**config.mk**
```make
export PLATFORM = sky130hd
export DESIGN_NAME = baud_gen_frac
export DESIGN_NICKNAME = d
export VERILOG_FILES = /design/src/rtl/baud_gen_frac.sv
export SDC_FILE = /design/constraint.sdc
export NUM_CORES = 1
export LEC_CHECK = 0
export CORE_ASPECT_RATIO = 1.2
export CORE_MARGIN = 8
export CORE_UTILIZATION = 55
export CTS_CLUSTER_DIAMETER = 30
export DETAILED_ROUTE_END_ITERATION = 10
export PLACE_DENSITY = 0.87
export SYNTH_ARGS = -nofsm -noshare
export SYNTH_HDL_FRONTEND = slang
export SYNTH_SLANG_ARGS = --single-unit
```
**constraint.sdc**
```tcl
create_clock -name clk -period 3.7 [get_ports clk]
set_input_delay 0.74 -clock clk [delete_from_list [all_inputs] [get_ports clk]]
set_output_delay 0.74 -clock clk [all_outputs]
set_load 0.05 [all_outputs]
```
**src/rtl/baud_gen_frac.sv**
```systemverilog
// Fractional baud-rate generator: a cycle counter with a fractional accumulator
// produces oversample ticks, and an oversample counter produces bit ticks.
module baud_gen_frac #(
  parameter int INT_W     = 16,
  parameter int FRAC_W    = 4,
  parameter int OSR       = 16,
  parameter int RESET_DIV = 27
) (
  input  logic              clk,
  input  logic              resetn,
  input  logic              en,
  input  logic [INT_W-1:0]  div_int,
  input  logic [FRAC_W-1:0] div_frac,
  input  logic              div_load,
  input  logic              resync,
  output logic              os_tick,
  output logic              bit_tick,
  output logic              cfg_pend,
  output logic              cfg_err
);

  localparam int OS_W = (OSR > 1) ? $clog2(OSR) : 1;

  logic [INT_W:0]    r_cnt;
  logic [FRAC_W-1:0] r_acc;
  logic              r_ext;
  logic [OS_W-1:0]   r_os_cnt;
  logic [INT_W-1:0]  r_act_int;
  logic [FRAC_W-1:0] r_act_frac;
  logic [INT_W-1:0]  r_pend_int;
  logic [FRAC_W-1:0] r_pend_frac;
  logic              r_cfg_pend;
  logic              r_cfg_err;

  logic [INT_W:0]    w_period;
  logic [FRAC_W:0]   w_frac_sum;
  logic              w_os_tick;
  logic              w_os_last;
  logic              w_accept;
  logic              w_reject;
  logic              w_apply;

  // Period is one cycle longer whenever the previous accumulation carried out.
  assign w_period   = {1'b0, r_act_int} + (INT_W+1)'(r_ext);
  assign w_frac_sum = {1'b0, r_acc} + {1'b0, r_act_frac};
  assign w_os_tick  = resetn & en & ~resync & (r_cnt == (w_period - (INT_W+1)'(1)));
  assign w_os_last  = (r_os_cnt == OS_W'(OSR - 1));

  assign w_accept = div_load & (div_int >= INT_W'(2));
  assign w_reject = div_load & ~w_accept;
  // Pending divisors take effect only where the phase cannot be corrupted.
  assign w_apply  = r_cfg_pend & (w_os_tick | ~en | resync);

  assign os_tick  = w_os_tick;
  assign bit_tick = w_os_tick & w_os_last;
  assign cfg_pend = r_cfg_pend;
  assign cfg_err  = r_cfg_err;

  always_ff @(posedge clk or negedge resetn) begin
    if (!resetn) begin
      r_cnt    <= '0;
      r_acc    <= '0;
      r_ext    <= 1'b0;
      r_os_cnt <= '0;
    end else if (resync) begin
      r_cnt    <= '0;
      r_acc    <= '0;
      r_ext    <= 1'b0;
      r_os_cnt <= '0;
    end else if (en) begin
      if (w_os_tick) begin
        r_cnt    <= '0;
        r_acc    <= w_frac_sum[FRAC_W-1:0];
        r_ext    <= w_frac_sum[FRAC_W];
        r_os_cnt <= w_os_last ? '0 : r_os_cnt + OS_W'(1);
      end else begin
        r_cnt <= r_cnt + (INT_W+1)'(1);
      end
    end
  end

  // Capture after apply so a same-cycle load leaves the new request pending.
  always_ff @(posedge clk or negedge resetn) begin
    if (!resetn) begin
      r_act_int   <= INT_W'(RESET_DIV);
      r_act_frac  <= '0;
      r_pend_int  <= '0;
      r_pend_frac <= '0;
      r_cfg_pend  <= 1'b0;
      r_cfg_err   <= 1'b0;
    end else begin
      r_cfg_err <= w_reject;
      if (w_apply) begin
        r_act_int  <= r_pend_int;
        r_act_frac <= r_pend_frac;
        r_cfg_pend <= 1'b0;
      end
      if (w_accept) begin
        r_pend_int  <= div_int;
        r_pend_frac <= div_frac;
        r_cfg_pend  <= 1'b1;
      end
    end
  end

endmodule

```
==> results of run 1 <==
## repair_timing
| item | CTS | global route |
|---|---|---|
| gates resized for setup | 3 | 11 |
| pin swaps | 1 | 1 |
| setup endpoints to repair | 2 | 2 |
| buffers inserted | 2 | 2 |
| endpoints found under the hold margin | 0 | 0 |
| cloned | 0 | 0 |
## power groups by stage
stage	clock [mW]	sequential (mW)	combinational, mW
after CTS	0.629	0.921	0.535
after detailed placement	0	0.935	0.526
final	0.620	0.926	0.569
after floorplan	0	0.879	0.436
after global routing	0.655	0.938	0.623
after global placement	0	0.925	0.503
## worst reg2reg max path, cell delays in order, from the launching register on
cell and delay [ps]:
dfstp_2 380, inv_1 70, ha_2 220, ha_4 170, or4b_1 490, a2111oi_2 310, a21oi_1 160, a2111oi_4 470
nand4_4 330, o21ai_4 490, o22ai_1 140
## cells by family (layout without fill, tap and decap cells)
kind of cell / Yosys count / after routing / synth area share (%)
buffers and inverters: 61 / 86 / 6.39
AND/OR/NAND/NOR: 155 / 155 / 19.4
multiplexers: 22 / 22 / 5.57
adder cells (fa/ha/maj): 9 / 9 / 2.73
flip-flops: 68 / 68 / 38.8
AO/OA/AOI/OAI: 101 / 101 / 20.4
XOR/XNOR: 34 / 34 / 6.76
## routing by layer
layer	global-route usage, %	vias up	part of all wire [%]
met5	0	-	0
met4	8.50	0	3.4
met3	3.45	28	4.0
met2	32.2	96	52
met1	21.7	1805	40
li1	-	1702	-
## per-stage QoR
| stage | TNS, ps | hold WS [ps] | total power [mW] |
|---|---|---|---|
| floorplan | 0 | 444 | 1.32 |
| global placement | 0 | 483 | 1.43 |
| detailed placement | 0 | 497 | 1.46 |
| CTS | 0 | 514 | 2.08 |
| global route | -56.9 | 527 | 2.22 |
| finish | 0 | 513 | 2.11 |
## layout by cell type, fill, tap and decap left out, types with 9 or more instances in the layout
| cell | Yosys | routed |
|---|---|---|
| mux2_2 | 20 | 20 |
| o22ai_1 | 21 | 21 |
| buf_4 | 3 | 15 |
| clkbuf_8 | 0 | 9 |
| dfrtp_1 | 64 | 62 |
| nand2_1 | 38 | 38 |
| clkdlybuf4s50_1 | 0 | 25 |
| xor2_1 | 14 | 14 |
| a31oi_1 | 21 | 21 |
| nor2_1 | 28 | 27 |
| nand3_1 | 29 | 29 |
| xnor2_1 | 20 | 20 |
| inv_1 | 26 | 26 |
| and3_1 | 10 | 9 |
| nand4_1 | 10 | 10 |
| o311ai_2 | 17 | 17 |
## sequential cells by signal (all words and copies together), names as in the netlist
signal and cells:
cfg_err 1, cfg_pend 1, r_acc 4, r_act_frac 4, r_act_int 16, r_cnt 17, r_ext 1, r_os_cnt 4
r_pend_frac 4, r_pend_int 16
## final timing paths
path	from	endpoint	cells after the start
setup / recovery	r_act_int[0]	bit_tick	10
hold / removal	r_pend_int[15]	r_pend_int[15]	1
setup reg to reg	r_act_int[0]	r_os_cnt[0]	10
hold reg to reg	r_pend_int[15]	r_pend_int[15]	1
max in group asynchronous	resetn	r_act_int[9]	2
min in group asynchronous	resetn	r_cnt[10]	2
## final cells by class
type	count	area share [%]
multi-input cells	321	49.4
flip-flops and latches	68	33.9
repair buffers	44	8.49
clock buffers	9	2.46
well taps	92	2.29
inverters	26	1.94
clock inverters	7	1.47
==> metrics.txt, run 1 <==
root buf cell clkbuf_8; synthesized flop and latch total 68; Final ANT Viol Nets 0; status complete, no violations; TritonCTS Buffers 9; P_sw 0.728 mW; post-route clock period utilization 98.3%; clock sinks 68; DP Area 4740 um^2; CTS tree built; Yosys top cell area share 36.4%; number of global-route vias before repair 3702; Reg power frac 43.8%; Req. time, crit path 2960 ps; Post-synth ARST share 100%; internal power 1.39 mW; Final Hold Fails 0; hold buffers post-CTS 0; Syn. warnings 0; min cycle time layout 3640 ps; ys flop type dfrtp_1; drt drc 0; routed wire length 10.3 mm; sequential element share of the synthesized area 38.8%; Setup violations, final 0; Sw Ratio 34.4%; crit-path max FO 6; post-synth net total 484; grt ovf 0; layout net count 504; Multi-input gate area 2490 um^2; first-pass GRT wire length 17.4 mm; layout cells sized above 1 23.2%; final worst setup slack 63.1 ps; Layout Skew 16.7 ps; Top delay family on crit path simple AND/OR/NAND/NOR gates; clock buffer depth 2; Die X-Extent 97.7 um; FP Rows 35; Reg clk slew, reported paths 90 ps; Core ar. 7710 um^2; antenna cells 0; Slowest-stage cell, CP or4b_1; cell taking the most area after synthesis dfrtp_1; Filler cells 590; GRT Total Usage 18.6%; WS Path Type flip-flop to primary output; GPL Wtd Cong 0.916; Slew Limit Fails 0; most common cell in the synthesized netlist dfrtp_1; synthesized area 4400 um^2; Clk network pwr share 29.3%; headroom to the max-slew limit 39.3%; Mapped Avg Cell Area 9.79 um^2; largest net degree at the start of global routing 69; DR pass1 iterations 4; post-synthesis cell type count 60; initial antenna violation count 0; Synth-to-Final Area Change 14.4%; HPWL after DPL 7.23 mm; Clock Latency Late Sink 350 ps; max incr delay on CP 480 ps; Place WS 235 ps; design area 5040 um^2; I/O pin count 29; Comb pwr share 26.9%; Util after Layout 65.4%; pwr dens 420 nW/um^2; routed vias/inst 6.40; Worst Path Buf+Inv 2; CP cell instances inv_1 -> ha_2 -> ha_4 -> nor4b_4 -> nand2_1 -> or4b_1 -> a211o_1 -> nand3_2 -> and4_4 -> buf_12; Reg area 1710 um^2; Area contributors post-synth dfrtp_1, o311ai_2, mux2_2; Leakage 2.05 nW; max_cap viols 0; CP Data Arrival Time 2900 ps; cell count after placement 547; worst min path class flip-flop to flip-flop; via count 3631; Worst Tran Pin Value 910 ps; Max Fclk 0.275 GHz; htree depth 3; Synth Instances 450; Initial Utilization 57.1%; wire per inst 18.1 um; largest vdd supply drop 0.324 mV; r2r setup slk 340 ps; Layout Cells excl Fill 567; CP endpoint kind primary output; Commonest cells post-synth dfrtp_1, nand2_1, nand3_1, nor2_1, inv_1; Worst setup SP type flip-flop; drt first-iter violations 302; DIE AREA 11100 um^2; Die Span Y 114 um; EDFF count, synth 0; Port Buf Inserts 28
Power figures use the tool's default switching activity.
==> run 2: changes to the inputs <==
--- a/config.mk
+++ b/config.mk
@@ -5,7 +5,7 @@
 export SDC_FILE = /design/constraint.sdc
 export NUM_CORES = 1
 export LEC_CHECK = 0
-export CORE_ASPECT_RATIO = 1.2
+export CORE_ASPECT_RATIO = 0.6
 export CORE_MARGIN = 8
 export CORE_UTILIZATION = 55
 export CTS_CLUSTER_DIAMETER = 30
==> metrics.txt, run 2 (synthesis gave the netlist of run 1 again) <==
GPL Wtd Cong 0.916; Initial Utilization 56.3%; grt ovf 0; layout net count 501; headroom to the max-slew limit 42.3%; Util after Layout 65.8%; final worst setup slack 105 ps; drt first-iter violations 408; Largest Register r_cnt; CP Depth 9; hold buffers post-CTS 0; CP endpoint kind primary output; DR pass1 iterations 5; hold slack 508 ps; worst min path class flip-flop to flip-flop; clock sinks 68; Port Buf Inserts 28; biggest regs r_cnt x17, r_act_int x16, r_pend_int x16; post-route clock period utilization 97.2%; Top delay family on crit path simple AND/OR/NAND/NOR gates; DP Area 4750 um^2; status complete, no violations; antenna cells 0; Hold Path Depth 1; max_cap viols 0; Core ar. 7820 um^2; Filler cells 629; cell count after placement 561; Final Hold Fails 0; Setup violations, final 0; Layout Cells excl Fill 580; Reg clk slew, reported paths 50 ps; Worst Path Buf+Inv 2; initial antenna violation count 0; crit-path max FO 6; I/O pin count 29; layout cells sized above 1 22.9%; Worst setup SP type flip-flop; FP Rows 25; via count 3634; Die X-Extent 132 um; design area 5150 um^2; worst r2r path cells 10; TritonCTS Buffers 9; Leakage 2.08 nW; Clock Latency Late Sink 340 ps; CP Data Arrival Time 2860 ps; Layout Skew 7.17 ps; htree depth 3; drt drc 0; Max Fclk 0.278 GHz; GRT Total Usage 20.0%; min cycle time layout 3600 ps; routed vias/inst 6.27; first-pass GRT wire length 18.2 mm; Slew Limit Fails 0; max reg flops 17; largest vdd supply drop 0.266 mV; HPWL after DPL 7.60 mm; Worst Tran Pin Value 865 ps; CP cell instances inv_1 -> ha_4 -> nor2b_2 -> and3_2 -> or4b_1 -> a211o_1 -> nand3_2 -> and4_4 -> buf_12; WS Path Type flip-flop to primary output; Total Power 2.38 mW; Synth-to-Final Area Change 16.8%; DIE AREA 11200 um^2; wire per inst 18.8 um; Final ANT Viol Nets 0; Place WS 269 ps; final setup TNS 0 ps; routed wire length 10.9 mm; largest net degree at the start of global routing 69; root buf cell clkbuf_16; clock buffer depth 2; Req. time, crit path 2960 ps; Slowest-stage cell, CP dfstp_2; commonest non-fill, non-tap cell in the layout dfrtp_1; number of global-route vias before repair 3520; pwr dens 463 nW/um^2; commonest cells after routing, fill and taps aside dfrtp_1, nand2_1, nand3_1; max incr delay on CP 540 ps; Die Span Y 85.3 um; CTS tree built
-- run 2: where the power goes --
part	total, mW	switching, mW	internal (mW)
combinational	0.563	0.315	0.249
clock	0.887	0.340	0.547
sequential	0.934	0.111	0.823
-- run 2: worst paths after layout --
| kind | start | endpoint | slack [ps] |
|---|---|---|---|
| worst max-delay path | r_act_int[0] | bit_tick | 100 |
| worst min-delay path | r_ext | r_ext | 510 |
| worst max register to register | r_ext | r_acc[0] | 450 |
| worst min register to register | r_ext | r_ext | 510 |
| max in group asynchronous | resetn | r_act_int[8] | 2430 |
| min in group asynchronous | resetn | r_cnt[6] | 650 |
-- run 2: what timing repair did --
item | CTS | global route
endpoints found under the hold margin | 0 | 0
pin swaps | 2 | 2
resized for setup | 2 | 12
setup buffers | 2 | 1
endpoints found under the setup margin | 2 | 2
-- run 2: area by class of cell --
class,count,area (um^2),share of cell area [%]
Tap cell,108,135,2.63
Sequential cell,68,1710,33.2
Timing Repair Buffer,41,405,7.88
Multi-Input combinational cell,321,2490,48.4
Clock buffer,10,239,4.64
Inverter,26,97.6,1.90
Clock inverter,6,70.1,1.36
-- run 2: per-layer routing --
| metal | share of wire, % | vias up | wire length [um] | global-route usage, % |
|---|---|---|---|---|
| met1 | 48 | 1786 | 5250 | 28.4 |
| met3 | 7.6 | 15 | 824 | 5.90 |
| met2 | 43 | 130 | 4710 | 28.7 |
| met5 | 0 | - | 0 | 0 |
| li1 | - | 1703 | - | - |
| met4 | 1.1 | 0 | 120 | 5.39 |
-- run 2: worst register-to-register path: stages (launching register included) --
cell       delay, ps
dfrtp_1          370
inv_1            110
ha_4             170
ha_4             160
or4b_1           520
a2111oi_2        300
a21oi_1          160
a2111oi_4        480
and4_1           450
nand2_4          160
a31o_2           280
==> run 3: changes to the inputs <==
--- a/config.mk
+++ b/config.mk
@@ -11,6 +11,7 @@
 export CTS_CLUSTER_DIAMETER = 30
 export DETAILED_ROUTE_END_ITERATION = 10
 export PLACE_DENSITY = 0.87
+export SLEW_MARGIN = 20
 export SYNTH_ARGS = -nofsm -noshare
 export SYNTH_HDL_FRONTEND = slang
 export SYNTH_SLANG_ARGS = --single-unit
==> results of run 3 <==
Same layout as run 2: the final DEF is identical, and so are final timing and power.
